File: src/rtl/az_sequencer.sv
// Auto-zero sequencer: alternates the azmux between signal (HI) and zero (LO)
// inputs, settling then starting the ADC and collecting the result each phase.
module az_sequencer #(
  parameter int         CNT_W  = 24,
  parameter logic [2:0] HI_SEL = 3'b001,
  parameter logic [2:0] LO_SEL = 3'b110
) (
  input  logic             clk,
  input  logic             reset,
  input  logic             enable,
  input  logic [CNT_W-1:0] settle_count,
  input  logic [CNT_W-1:0] timeout_count,
  input  logic             adc_done,
  output logic [3:0]       azmux_out,
  output logic             sw_pc_ctl,
  output logic             adc_start,
  output logic             sample_valid,
  output logic             sample_hi,
  output logic             err_timeout,
  output logic [2:0]       state_mon
);

  typedef enum logic [2:0] {
    S_IDLE      = 3'd0,
    S_HI_SETTLE = 3'd1,
    S_HI_MEAS   = 3'd2,
    S_LO_SETTLE = 3'd3,
    S_LO_MEAS   = 3'd4
  } state_t;

  localparam logic [CNT_W-1:0] CNT_ZERO = '0;
  localparam logic [CNT_W-1:0] CNT_ONE  = CNT_W'(1);

  state_t           state_q, state_d;
  logic [CNT_W-1:0] cnt_q, cnt_d;
  logic [CNT_W-1:0] settle_q, settle_d;
  logic [CNT_W-1:0] tmo_q, tmo_d;
  logic [3:0]       azmux_q, azmux_d;
  logic             sw_q, sw_d;
  logic             start_q, start_d;
  logic             valid_q, valid_d;
  logic             hi_q, hi_d;
  logic             err_q, err_d;

  logic [CNT_W-1:0] settle_eff_s, tmo_eff_s, cnt_inc_s;
  logic             settle_hit_s, tmo_hit_s, done_ok_s;

  // A zero count behaves as one clock; compare against count-1 so the max value never overflows.
  always_comb begin
    settle_eff_s = (settle_q == CNT_ZERO) ? CNT_ONE : settle_q;
    tmo_eff_s    = (tmo_q == CNT_ZERO) ? CNT_ONE : tmo_q;
    settle_hit_s = (cnt_q >= (settle_eff_s - CNT_ONE));
    tmo_hit_s    = (cnt_q >= (tmo_eff_s - CNT_ONE));
    cnt_inc_s    = (cnt_q == {CNT_W{1'b1}}) ? cnt_q : (cnt_q + CNT_ONE);
    done_ok_s    = adc_done && !start_q;
  end

  always_comb begin
    state_d  = state_q;
    cnt_d    = cnt_q;
    settle_d = settle_q;
    tmo_d    = tmo_q;
    err_d    = err_q;
    start_d  = 1'b0;
    valid_d  = 1'b0;
    hi_d     = 1'b0;
    if (!enable) begin
      state_d = S_IDLE;
      cnt_d   = CNT_ZERO;
    end else begin
      case (state_q)
        S_IDLE: begin
          state_d  = S_HI_SETTLE;
          settle_d = settle_count;
          tmo_d    = timeout_count;
          err_d    = 1'b0;
          cnt_d    = CNT_ZERO;
        end
        S_HI_SETTLE, S_LO_SETTLE: begin
          if (settle_hit_s) begin
            state_d = (state_q == S_HI_SETTLE) ? S_HI_MEAS : S_LO_MEAS;
            start_d = 1'b1;
            cnt_d   = CNT_ZERO;
          end else begin
            cnt_d = cnt_inc_s;
          end
        end
        S_HI_MEAS, S_LO_MEAS: begin
          // Done wins over a coincident timeout; either way move on to the other phase.
          if (done_ok_s) begin
            state_d = (state_q == S_HI_MEAS) ? S_LO_SETTLE : S_HI_SETTLE;
            valid_d = 1'b1;
            hi_d    = (state_q == S_HI_MEAS);
            cnt_d   = CNT_ZERO;
          end else if (tmo_hit_s) begin
            state_d = (state_q == S_HI_MEAS) ? S_LO_SETTLE : S_HI_SETTLE;
            err_d   = 1'b1;
            cnt_d   = CNT_ZERO;
          end else begin
            cnt_d = cnt_inc_s;
          end
        end
        default: begin
          state_d = S_IDLE;
          cnt_d   = CNT_ZERO;
        end
      endcase
    end
  end

  // Mux outputs follow the next state so they switch on the transition edge.
  always_comb begin
    case (state_d)
      S_HI_SETTLE, S_HI_MEAS: begin
        azmux_d = {1'b1, HI_SEL};
        sw_d    = 1'b1;
      end
      S_LO_SETTLE, S_LO_MEAS: begin
        azmux_d = {1'b1, LO_SEL};
        sw_d    = 1'b0;
      end
      default: begin
        azmux_d = 4'b0000;
        sw_d    = 1'b0;
      end
    endcase
  end

  always_ff @(posedge clk) begin
    if (reset) begin
      state_q  <= S_IDLE;
      cnt_q    <= CNT_ZERO;
      settle_q <= CNT_ZERO;
      tmo_q    <= CNT_ZERO;
      azmux_q  <= 4'b0000;
      sw_q     <= 1'b0;
      start_q  <= 1'b0;
      valid_q  <= 1'b0;
      hi_q     <= 1'b0;
      err_q    <= 1'b0;
    end else begin
      state_q  <= state_d;
      cnt_q    <= cnt_d;
      settle_q <= settle_d;
      tmo_q    <= tmo_d;
      azmux_q  <= azmux_d;
      sw_q     <= sw_d;
      start_q  <= start_d;
      valid_q  <= valid_d;
      hi_q     <= hi_d;
      err_q    <= err_d;
    end
  end

  assign azmux_out    = azmux_q;
  assign sw_pc_ctl    = sw_q;
  assign adc_start    = start_q;
  assign sample_valid = valid_q;
  assign sample_hi    = hi_q;
  assign err_timeout  = err_q;
  assign state_mon    = state_q;

endmodule

File: config.mk
export PLATFORM = sky130hd
export DESIGN_NAME = az_sequencer
export DESIGN_NICKNAME = d
export VERILOG_FILES = /design/src/rtl/az_sequencer.sv
export SDC_FILE = /design/constraint.sdc
export NUM_CORES = 1
export LEC_CHECK = 0
export ABC_AREA = 1
export CAP_MARGIN = 40
export CORE_AREA = 2 2 75 148
export DETAILED_ROUTE_END_ITERATION = 8
export DIE_AREA = 0 0 77 150
export HOLD_SLACK_MARGIN = 0.02
export PLACE_DENSITY = 0.79
export SETUP_SLACK_MARGIN = 0.5
export SKIP_LAST_GASP = 1
export SLEW_MARGIN = 15
export SYNTH_ARGS = -nofsm -noshare
export SYNTH_HDL_FRONTEND = slang
export SYNTH_SLANG_ARGS = --single-unit
File: constraint.sdc
create_clock -name clk -period 4.61 [get_ports clk]
set_clock_uncertainty 0.2 [all_clocks]
set_input_delay 0.922 -clock clk [delete_from_list [all_inputs] [get_ports clk]]
set_output_delay 0.922 -clock clk [all_outputs]
set_load 0.1 [all_outputs]
### Word-level counts from Yosys, hierarchy flattened

Index checks and enable logic that the tools add are counted.

| storage, ports and cells | value |
|---|---|
| register bits | 84 |
| output and inout bits | 12 |
| word-level logic and storage cells | 67 |

| operators by class | value |
|---|---|
| add/sub/neg operators | 3 |
| magnitude comparators | 2 |
| eq/ne operators | 11 |
| muxes and demuxes | 21 |
| bitwise operators | 4 |
| reductions and logical operators | 16 |

Operator list:

| operator | number |
|---|---|
| $mux 24 | 6 |
| $ge 24x24->1 | 2 |
| $logic_not 24->1 | 2 |
| $pmux 24 s2 | 1 |
| $sub 24x1->24 const B | 2 |
| $add 24x1->24 const B | 1 |
| $eq 24x24->1 const B | 1 |
| $mux 3 | 5 |
| $eq 3x2->1 const B | 4 |
| $reduce_or 2->1 | 5 |
| $pmux 3 s3 | 1 |
| $pmux 4 s2 | 1 |
| $eq 3x1->1 const B | 2 |
| $eq 3x3->1 const B | 2 |
| $reduce_or 3->1 | 2 |
| $mux 1 | 5 |
| $ne 2x2->1 const B | 2 |
| $not 1->1 | 4 |
| $reduce_and 4->1 | 1 |
| $reduce_or 4->1 | 1 |
| $logic_not 3->1 | 1 |
| $mux 2 | 1 |
| $pmux 1 s2 | 1 |
| $reduce_and 2->1 | 1 |
| 3 further kinds | 3 |

### Longest topological paths before layout

Gate-level depths: netlist of run 1.

| logic depth | value |
|---|---|
| depth in word-level cells | 11 |
| mapped depth | 29 |
| mapped depth without buffers | 29 |

### Worst setup path before layout of run 1

Ideal clock, no wire load.

| timing | value |
|---|---|
| kind | register to register |
| start | register tmo_q[10] |
| end | register cnt_q[2] |
| library setup time | 117 ps |
| arrival time | 3122 ps |
| required time | 4293 ps |
| setup slack | 1171 ps |
| cell stages (with the launch flop) | 27 |
| buffers on the path | 1 |
| path through | dfxtp_1 > nor2_1 > inv_1 > nor2_1 > nand3_1 > nand2_1 > inv_2 > ha_1 > nand3_2 > nor3_2 > nand3_2 > inv_2 > nand4_2 > nor2_2 > nand2_1 > xor2_1 > ha_1 > nand2_1 > nor2_1 > nand4_1 > nor2_1 > nand2_1 > nand2_1 > o21ai_2 > nand3_2 > buf_2 > nor2_1 |

| between the ends | value |
|---|---|
| word-level cells in the longest chain between the ends | 7 |

Ends and longest elaborated chain:

| element | line | source |
|---|---|---|
| start: declaration | 37 | `logic [CNT_W-1:0] tmo_q, tmo_d;` |
| start signal: assignment | 145 | `tmo_q <= tmo_d;` |
| $logic_not 24->1 | 51 | `tmo_eff_s = (tmo_q == CNT_ZERO) ? CNT_ONE : tmo_q;` |
| $mux 24 (*) | 51 |  |
| $sub 24x1->24 (*) | 53 | `tmo_hit_s = (cnt_q >= (tmo_eff_s - CNT_ONE));` |
| $ge 24x24->1 (*) | 53 |  |
| $mux 24 (*) | 95 | `end else if (tmo_hit_s) begin` |
| $mux 24 (*) | 90 | `if (done_ok_s) begin` |
| $pmux 24 s2 (*) | 71 | `case (state_q)` |
| end signal: assignment | 143 | `cnt_q <= cnt_d;` |
| end: declaration | 35 | `logic [CNT_W-1:0] cnt_q, cnt_d;` |

Mark *: on every way between the ends. The rest lies on a longest branch, timed or not.
A chain may end at the register's enable or synchronous reset.

### Worst setup path after layout of run 1

| timing | value |
|---|---|
| start | register tmo_q[11] |
| end | register cnt_q[1] |

The elaborated chain is that of the path after synthesis.

==> flow_metrics.py, run 1 <==
metrics = {
    "status": {
        "status": "completed",
    },
    "place": {
        "dp_hpwl_um": 12000,
        "portBuffers": 63,
        "dpl-instance-area_sq_mm": 0.00675,
        "finalWeightedCongestion": 0.904,
    },
    "clock_tree": {
        "clk_pin_slew_worst_paths_ns": 0.06,
        "ctsLongestPathBuffers": 2,
        "cts_root_buf": "clkbuf_16",
        "htreeDepth": 3,
        "clock_sinks": 83,
        "cts_buffers": 9,
        "ctsHoldBuffers": 0,
        "clk_latency_ns": 0.35,
        "cts_tree": "done",
    },
    "global_route": {
        "grt_usage_pct": 27.2,
        "grt_pass1_wl_um": 24800,
        "grt_pass1_vias": 5451,
        "antenna_found_initial": 0,
        "grt_max_degree": 52,
        "grt-ovfl-total": 0,
    },
    "logic_synthesis": {
        "synth_top_area_share_pct": 28.8,
        "synthFlopType": "dfxtp_1",
        "async_reset_ff_share_pct": 0,
        "syn-mean-instance-area_sq_um": 6.96,
        "synth.area.top_cells": "dfxtp_1 29%, ha_1 11%, nand2_1 8.5%",
        "synth_edf_count": 0,
        "syn_nets": 933,
        "yosys_register_bits": 83,
        "synth-seq-area-share_pct": 28.8,
        "yosys_warnings": 0,
        "yosys.area.top_type": "dfxtp_1",
        "yosysUniqueCellTypes": 40,
        "synthCells": 830,
        "netlist_area_sq_mm": 0.00578,
    },
    "min_path": {
        "hold_class": "register to register",
    },
    "detailed_routing": {
        "via_count": 5668,
        "post_drt_wl_per_cell_um": 14.6,
        "ant_nets": 0,
        "drc": 0,
        "drt_iter0_drc": 311,
        "first_pass_iters": 5,
        "vias_per_cell": 5.40,
        "wirelength_um": 15400,
    },
    "run": {
        "maxCapViolations": 0,
    },
    "sta": {
        "worst_pin_slew_ns": 0.407,
        "fin_crit_ns": 3.85,
        "drv_slew": 0,
        "hold_violations": 0,
        "max-slew-margin-rel_pct": 72.8,
        "rsz0062_at_grt": "false",
        "min_period_over_period_pct": 83.6,
        "setup-tns-final_ns": 0,
        "clock.fmax_mhz": 260,
        "setup_violations": 0,
    },
    "power": {
        "powerDensity_mw_per_mm2": 273,
        "ir_worst_vdd_mv": 0.260,
        "leakagePower_nw": 3.23,
    },
    "cells_and_area": {
        "diodes": 0,
        "drive_gt1_share_pct": 13.0,
        "syn2layout_area_growth_pct": 25.8,
        "design_area_sq_mm": 0.00727,
        "layout.nets": 1011,
    },
    "floorplanning": {
        "initial_utilization_pct": 55.1,
        "core_sq_mm": 0.0105,
        "die_area_sq_mm": 0.0116,
        "row_count": 53,
        "ios": 64,
        "die_y_um": 150,
        "dieWidth_um": 77,
    },
    "critical_path": {
        "cp_slowest_cell": "dfxtp_4",
        "arrival_ns": 3.93,
        "path_class": "register to register",
        "max_stage_delay_ns": 0.37,
        "cp_common_cell": "nand2_1",
        "required_ns": 4.68,
        "startpoint_type": "register",
        "cp_max_fo": 12,
        "crit_path_end_kind": "register",
    },
}
==> report_power, final <==
part	switching, mW	internal (mW)	leakage, nW	total, mW
logic	0.267	0.181	2.40	0.447
registers	0.0379	0.757	0.688	0.795
clock network	0.305	0.436	0.142	0.741
==> worst max-delay path: cells and delay by family (launching register included) <==
kind,cells,cell delay (ns)
fa+ha+maj,2,0.48
simple gates,17,1.85
xor+xnor,1,0.15
compound gates,2,0.26
buf+inv,4,0.47
flops,1,0.37
==> what timing repair did <==
item	4_1_cts	5_1_grt
endpoints found under the setup margin	0	31
gates resized for setup	0	47
endpoints found under the hold margin	0	0
buffers inserted	0	5
==> stage by stage <==
stage	util [%]	worst slack (ns)	cells	power [mW]	hold slack [ns]
2_1_floorplan	-	1.17	830	1.09	0.234
3_3_place_gp	62.4	0.660	1015	1.20	0.244
3_5_place_dp	64.4	0.627	1028	1.22	0.264
4_1_cts	67.3	0.623	1044	1.95	0.274
5_1_grt	69.3	0.468	1050	2.08	0.291
6_report	69.3	0.757	1050	1.98	0.271
==> area by class of cell <==
class | count | area, sq um
Clock inverter | 5 | 62.6
Sequential cell | 83 | 1690
Tap cell | 137 | 171
Clock buffer | 11 | 243
Fill cell | 910 | 3210
Timing Repair Buffer | 85 | 953
Inverter | 131 | 493
Multi-Input combinational cell | 598 | 3650
==> synth_stat cells (all sizes together), types with 15 or more instances <==
library cell / instances
nor3: 33
xor2: 43
dfxtp: 83
nand2: 136
o21ai: 58
nor2: 118
ha: 51
inv: 129
nand3: 30
nand4: 27
clkbuf: 15
a21oi: 77
==> cell usage in the layout, fill, tap and decap left out, types with 2 or more instances in the layout <==
master and instances:
nand3_1 22, dfxtp_2 19, nor2_4 5, nor3_2 7, nor4_1 3, nor3_4 3
dfxtp_1 62, nand3_2 6, dfxtp_4 2, nand4_4 3, nor4_2 2, ha_2 2
ha_1 49, nand3_4 2, clkinvlp_4 2, or2_2 4, inv_1 122, nor2_2 5
nor4_4 3, inv_2 7, nand2_2 5, buf_12 3, clkdlybuf4s50_1 63, nor3_1 23
a21o_1 2, nand2_1 127, clkinv_4 2, o21ai_1 2, nand4_1 24, clkbuf_16 10
nand2_4 4, xor2_1 43, a21oi_1 77, buf_8 11, xnor2_1 6, nor2_1 108
buf_4 6, o21ai_0 55
==> sequential cells by signal (all words and copies together) (netlist names) <==
name,flops
cnt_q,24
settle_q,24
tmo_q,24
azmux_out,3
state_mon,3
adc_start,1
err_timeout,1
sample_hi,1
sample_valid,1
sw_pc_ctl,1
==> logic make-up after synthesis <==
kind of cell	count (synthesis)	share of synthesized area, %
buf+inv	149	9.92
xor+xnor	49	7.43
simple gates	357	30.0
fa+ha+maj	51	11.0
flops	83	28.8
compound gates	141	12.8
==> worst paths after layout <==
kind	slack, ns	to	cells past startpoint	startpoint
setup / recovery	0.76	cnt_q[1]	26	tmo_q[11]
hold / removal	0.27	err_timeout	2	err_timeout
setup reg to reg	0.76	cnt_q[1]	26	tmo_q[11]
hold reg to reg	0.27	err_timeout	2	err_timeout
==> per-layer routing <==
layer  GRT usage (%)  vias up  wire [um]
met1            26.2     2585       5340
met2            54.4      163       8580
met4            14.7        0        906
met5               0        -          0
li1                -     2861          -
met3            3.50       59        542
Power figures use the tool's default switching activity.
==> inputs of run 2 (changes only) <==
--- a/config.mk
+++ b/config.mk
@@ -7,11 +7,11 @@
 export LEC_CHECK = 0
 export ABC_AREA = 1
 export CAP_MARGIN = 40
-export CORE_AREA = 2 2 75 148
+export CORE_AREA = 2 2 78 155
 export DETAILED_ROUTE_END_ITERATION = 8
-export DIE_AREA = 0 0 77 150
+export DIE_AREA = 0 0 80 157
 export HOLD_SLACK_MARGIN = 0.02
-export PLACE_DENSITY = 0.79
+export PLACE_DENSITY = 0.76
 export SETUP_SLACK_MARGIN = 0.5
 export SKIP_LAST_GASP = 1
 export SLEW_MARGIN = 15
==> constraint.sdc (replaced) <==
create_clock -name clk -period 3.5 [get_ports clk]
set_clock_uncertainty 0.2 [all_clocks]
set_input_delay 0.7 -clock clk [delete_from_list [all_inputs] [get_ports clk]]
set_output_delay 0.7 -clock clk [all_outputs]
set_load 0.1 [all_outputs]
==> run 2 against run 1 <==
Effect of this change: the run now ends with setup timing left; cell count grew 7.6%; highest routed layer unchanged; critical endpoint is now cnt_q[5]; global-route usage grew 0.47 points; register-to-register slack lost 0.98 ns; fmax grew 3.4%; clock-buffer cell count grew 3; sequential share of layout area shrank 1.3 points; clock power grew 25%.
==> flow_metrics.py, run 2 (synthesis results as in run 1) <==
metrics = {
    "status": {
        "status": "finished, violations left",
        "violations": "setup timing",
    },
    "power": {
        "ir_worst_vdd_mv": 0.277,
        "power.share.switching_pct": 30.9,
        "power.switching_mw": 0.843,
        "seq_power_share_pct": 37.7,
        "intPower_mw": 1.88,
        "clkPwrFrac_pct": 33.8,
        "p_comb_share_pct": 28.4,
        "leakagePower_nw": 3.60,
        "powerDensity_mw_per_mm2": 351,
    },
    "global_route": {
        "grt_max_degree": 55,
        "grt_pass1_vias": 6088,
        "antenna_found_initial": 0,
        "grt_pass1_wl_um": 27000,
        "grt_usage_pct": 27.7,
        "grt-ovfl-total": 0,
    },
    "critical_path": {
        "required_ns": 3.56,
        "startpoint_type": "register",
        "cp_max_fo": 24,
        "cp_common_cell": "nand2_1",
        "cp_slowest_cell": "dfxtp_2",
        "max_stage_delay_ns": 0.33,
        "critical_path.startpoint": "settle_q[21]",
        "crit_path_end_kind": "register",
        "path_class": "register to register",
        "arrival_ns": 3.78,
        "r2r-start": "settle_q[21]",
    },
    "sta": {
        "setup_violations": 30,
        "clock.fmax_mhz": 268,
        "rsz0062_at_grt": "true",
        "fin_ws_ns": -0.227,
        "fin_crit_ns": 3.73,
        "drv_slew": 0,
        "hold_violations": 0,
        "max-slew-margin-rel_pct": 66.4,
        "worst_pin_slew_ns": 0.504,
        "min_period_over_period_pct": 106,
        "setup-tns-final_ns": -5.84,
    },
    "clock_tree": {
        "htreeDepth": 3,
        "clk_pin_slew_worst_paths_ns": 0.06,
        "clock_sinks": 83,
        "ctsLongestPathBuffers": 2,
        "clk_latency_ns": 0.34,
        "cts_root_buf": "clkbuf_16",
        "cts_tree": "done",
        "cts_buffers": 9,
    },
    "cells_and_area": {
        "fillers": 956,
        "reg.largest.list": "cnt_q: 24 flops, settle_q: 24 flops, tmo_q: 24 flops",
        "final_common_cell": "nand2_1",
        "final_cell_mix": "117 x nand2_1, 111 x inv_1, 108 x buf_4",
        "syn2layout_area_growth_pct": 34.5,
        "layout.nets": 1087,
        "drive_gt1_share_pct": 25.6,
        "diodes": 0,
    },
    "detailed_routing": {
        "drt_iter0_drc": 360,
        "ant_nets": 0,
        "drc": 0,
        "wirelength_um": 16800,
        "first_pass_iters": 4,
        "via_count": 6024,
        "vias_per_cell": 5.33,
        "post_drt_wl_per_cell_um": 14.9,
    },
    "place": {
        "finalWeightedCongestion": 0.924,
        "portBuffers": 63,
        "dp_hpwl_um": 12900,
        "place_ws_ns": -0.219,
    },
    "floorplanning": {
        "row_count": 55,
        "die_y_um": 157,
        "ios": 64,
        "initial_utilization_pct": 51.2,
        "core_sq_mm": 0.0113,
        "dieWidth_um": 80,
        "die_area_sq_mm": 0.0126,
    },
    "min_path": {
        "hold_class": "register to register",
        "min-delay-start": "err_timeout",
    },
    "run": {
        "maxCapViolations": 0,
    },
}
-- run 2: what timing repair did --
action / 4_1_cts / 5_1_grt
resized for setup: 34 / 13
setup endpoints to repair: 32 / 32
hold buffers: 0 / 0
setup buffers: 9 / 1
pin swaps: 8 / 8
-- run 2: power groups by stage --
stage	clock, mW	combinational (mW)	sequential, mW
after CTS	0.925	0.763	1.03
after global routing	0.968	0.856	1.03
after global placement	0	0.716	1.04
final	0.923	0.775	1.03
after floorplan	0	0.385	1.07
after detailed placement	0	0.729	1.04
-- run 2: metrics by stage --
stage | utilization, % | area (sq um) | cells | hold slack, ns | power [mW]
after floorplan | - | 5890 | 830 | 0.234 | 1.46
after global placement | 64.5 | 7280 | 1105 | 0.243 | 1.76
after detailed placement | 64.5 | 7280 | 1105 | 0.244 | 1.77
after CTS | 68.4 | 7720 | 1129 | 0.251 | 2.72
after global routing | 68.8 | 7770 | 1130 | 0.302 | 2.86
final | 68.8 | 7770 | 1130 | 0.254 | 2.73
-- run 2: metal layers --
| metal | up-vias | global-route usage, % | part of all wire [%] |
|---|---|---|---|
| met5 | - | 0 | 0 |
| met4 | 0 | 21.2 | 7.0 |
| met3 | 76 | 3.67 | 2.9 |
| met2 | 158 | 53.6 | 56 |
| met1 | 2782 | 24.4 | 34 |
| li1 | 3008 | - | - |
-- run 2: final timing paths --
path	cells after the start	slack, ns	endpoint
min	2	0.25	err_timeout
min reg2reg	2	0.25	err_timeout
max reg2reg	28	-0.23	cnt_q[5]
max	28	-0.23	cnt_q[5]
-- run 2: area by class of cell --
cell class | instances | area [sq um] | area share (%)
Clock buffer | 14 | 274 | 3.53
Clock inverter | 1 | 7.51 | 0.0966
Inverter | 131 | 493 | 6.35
Multi-Input combinational cell | 598 | 3750 | 48.3
Sequential cell | 83 | 1710 | 22.0
Tap cell | 142 | 178 | 2.29
Timing Repair Buffer | 161 | 1360 | 17.5
-- run 2: worst max-delay path: cells and delay by family, from the launching register on --
family          cells  cell delay [ns]
compound gates      2             0.16
fa+ha+maj           2             0.40
buf+inv             7             0.63
simple gates       16             1.78
flops               1             0.33
xor+xnor            1             0.15
==> patch 1: new RTL, config.mk and constraints of run 2 <==
Reset style: asynchronous (`reset`), changed in one clocked block.
--- a/src/rtl/az_sequencer.sv
+++ b/src/rtl/az_sequencer.sv
@@ -126,7 +126,7 @@
     endcase
   end
 
-  always_ff @(posedge clk) begin
+  always_ff @(posedge clk or posedge reset) begin
     if (reset) begin
       state_q  <= S_IDLE;
       cnt_q    <= CNT_ZERO;
Function: differs if reset is asserted again (counterexample within 4 cycles, from zero or initial values and one cycle with reset high); with reset held inactive, the same outputs for 4 cycles.
==> patch 1 against run 2 <==
  * The flow still finishes with violations (negative setup slack)
  * Sequential share of layout area increased by 3.9 points
  * Synthesized cell count decreased by 3.1%
  * Setup slack improved by 18 ps
  * Routed wire length increased by 8.0%
  * Die area unchanged
  * Sequential cell count unchanged
  * Sequential power increased by 8%
  * Clock power decreased by 1%
  * Power increased by 12%
  * Area after synthesis increased by 4.5%
  * Critical path depth unchanged
  * Design area increased by 3.3%
  * Critical endpoint is now cnt_q[1]$_DFF_PP0_
  * Largest cell class unchanged
  * Highest routed layer unchanged
==> patch 1: results <==
yosys:
  yosysUniqueCellTypes: 39
  synthFlopType: "dfrtp_1"
  synth_commonest_cells: "nand2_1, nor2_1, inv_1, dfrtp_1, ha_1"
  syn_avg_cell_area_um2: 7.51
  seq_area_frac_synth_pct: 34.4
  synth.top_cells.by_area: "dfrtp_1, nand2_1, ha_1"
  syn_nets: 907
  async_flop_share_pct: 100
place:
  dp.cells: 1058
  hpwl_um: 14000
  dpl_cell_area_um2: 7290
  gp_congestion: 0.945
  port_buffers: 63
  pre_cts_ws_ps: -281
critical_path:
  r2r_start: "tmo_q[10]$_DFFE_PP0P_"
  critPathSlowestCell: "dfrtp_1"
  worstPathMaxFanout: 6
  critPathMaxStageDelay_ps: 390
  crit_arrival_ps: 3740
  r2r_end: "cnt_q[1]$_DFF_PP0_"
run_status:
  status: "complete, but fails checks"
  violations: "negative setup slack"
timing:
  fin_setup_tns_ps: -4760
  setup_viol: 29
  tightest_slew_ps: 683
  fin_ws_ps: -209
pwr:
  irDropWorstVdd_uv: 402
  power_leakage_nw: 3.94
detailed_routing:
  drt_iter0_drc: 288
  wl_per_cell_um: 16.5
  viasPerCell: 5.37
  postRouteWirelength_um: 18200
grt:
  grt_pass1_wl_um: 28800
  grt_antenna_before_repair: 0
  grt_pass1_vias: 6079
  grt_max_degree: 37
  grt_usage_pct: 29.9
layout:
  largestRegisters: "cnt_q: 24 flops, settle_q: 24 flops, tmo_q: 24 flops"
  drive_gt1_share_pct: 24.1
clock_network:
  clk_path_buf_depth: 2
  hold_buffers: 0
## patch 1: cell types whose count changed after synthesis, sizes merged, moves of 29 or more
cell	run 2	this run
nand2	136	237
dfrtp	0	83
dfxtp	83	0
a21oi	77	38
inv	129	95
o21ai	58	29
## patch 1: cell families after synthesis
logic type | synth area share, %
AO/OA/AOI/OAI | 7.59
XOR/XNOR | 7.98
adder cells (fa/ha/maj) | 10.6
buffers and inverters | 7.36
flip-flops | 34.4
multiplexers | 0.166
AND/OR/NAND/NOR | 31.9
## patch 1: area by class of cell
class | count | area (um2)
tap | 142 | 178
inverter | 95 | 360
multi-input combinational | 612 | 3740
clock inverter | 7 | 51.3
timing repair buffer | 156 | 1390
sequential | 83 | 2080
fill | 929 | 3260
clock buffer | 9 | 225
## patch 1: report_power, final
part / leakage, nW / internal (mW) / switching [mW]
Combinational: 2.73 / 0.465 / 0.576
Sequential: 1.07 / 1.05 / 0.0609
Clock: 0.132 / 0.485 / 0.427
## patch 1: worst min path at each step
| stage | start | to | slack (ps) | depth (start not counted) |
|---|---|---|---|---|
| after floorplan | tmo_q[23]$_DFFE_PP0P_ | tmo_q[23]$_DFFE_PP0P_ | 260 | 2 |
| after global placement | err_timeout$_DFFE_PP0P_ | err_timeout$_DFFE_PP0P_ | 320 | 2 |
| after detailed placement | err_timeout$_DFFE_PP0P_ | err_timeout$_DFFE_PP0P_ | 310 | 2 |
| after CTS | err_timeout$_DFFE_PP0P_ | err_timeout$_DFFE_PP0P_ | 310 | 2 |
| after global routing | settle_q[22]$_DFFE_PP0P_ | settle_q[22]$_DFFE_PP0P_ | 370 | 2 |
| final | err_timeout$_DFFE_PP0P_ | err_timeout$_DFFE_PP0P_ | 330 | 2 |
## patch 1: layer usage
metal | global-route usage [%] | vias up | wire [um]
met3 | 3.73 | 58 | 649
met2 | 57.1 | 181 | 10200
met5 | 0 | - | 0
li1 | - | 2882 | -
met4 | 14.4 | 0 | 967
met1 | 31.0 | 2803 | 6390
## patch 1: critical path, delay by kind of cell (launching register included)
| kind | cells | cell delay, ps |
|---|---|---|
| DFF | 1 | 390 |
| buffers and inverters | 4 | 410 |
| xor gates and xnor gates | 1 | 170 |
| AOI/OAI and AO/OA | 1 | 70 |
| and+or+nand+nor | 20 | 1890 |
| adders and majority gates | 2 | 430 |
## patch 1: what timing repair did
item,4_1_cts,5_1_grt
gates cloned,2,1
gates resized for setup,19,26
pin swaps,9,22
setup buffers,17,10
setup endpoints to repair,32,32
==> patch 2: new RTL, config.mk and constraints of run 2 <==
Without the edit above. Set the parameter `CNT_W` to 36 (it was 24).
--- a/src/rtl/az_sequencer.sv
+++ b/src/rtl/az_sequencer.sv
@@ -1,7 +1,7 @@
 // Auto-zero sequencer: alternates the azmux between signal (HI) and zero (LO)
 // inputs, settling then starting the ADC and collecting the result each phase.
 module az_sequencer #(
-  parameter int         CNT_W  = 24,
+  parameter int         CNT_W  = 36,
   parameter logic [2:0] HI_SEL = 3'b001,
   parameter logic [2:0] LO_SEL = 3'b110
 ) (
Ports: changed (resized settle_count and timeout_count); port bits go from 64 to 88. The function was not compared with the original's and may differ.
==> patch 2 against run 2 <==
  * The flow now stops in detailed placement (3_5_place_dp)
  * Area after synthesis up 45%
==> patch 2: results <==
place:
  gp_congestion: 1.10
  hpwl_um: 28400
  port_buffers: 87
yosys:
  yosys.area_share.adder_pct: 11.2
  synth_compound_area_share_pct: 13.6
  muxShareOfSynthArea_pct: 0.119
  yosysUniqueCellTypes: 35
  seq_area_frac_synth_pct: 28.4
  synth.top_cells.by_area: "dfxtp_1, ha_1, nand2_1"
  syn_nets: 1407
  syn_avg_cell_area_um2: 6.68
  synthXorXnorAreaFrac_pct: 8.67
  ys_warn_count: 0
  ys_ff_latch: 119
  synth_commonest_cells: "nand2_1, nor2_1, inv_1, dfxtp_1, a21oi_1"
  synth.most_common_cell: "nand2_1"
  async_flop_share_pct: 0
run_status:
  status: "stopped before the end"
  tool.error: "[ERROR DPL-0033] detailed placement checks failed during check placement."
  failing_step: "detailed placement (3_5_place_dp)"
## patch 2: logic make-up after synthesis
logic type	after synthesis
and+or+nand+nor	578
buffers and inverters	183
muxes	1
DFF	119
adders and majority gates	75
xor gates and xnor gates	83
AOI/OAI and AO/OA	217
## patch 2: metrics by stage
stage	area (um2)	TNS [ps]
after global placement	11000	-32520
after floorplan	8600	-13770
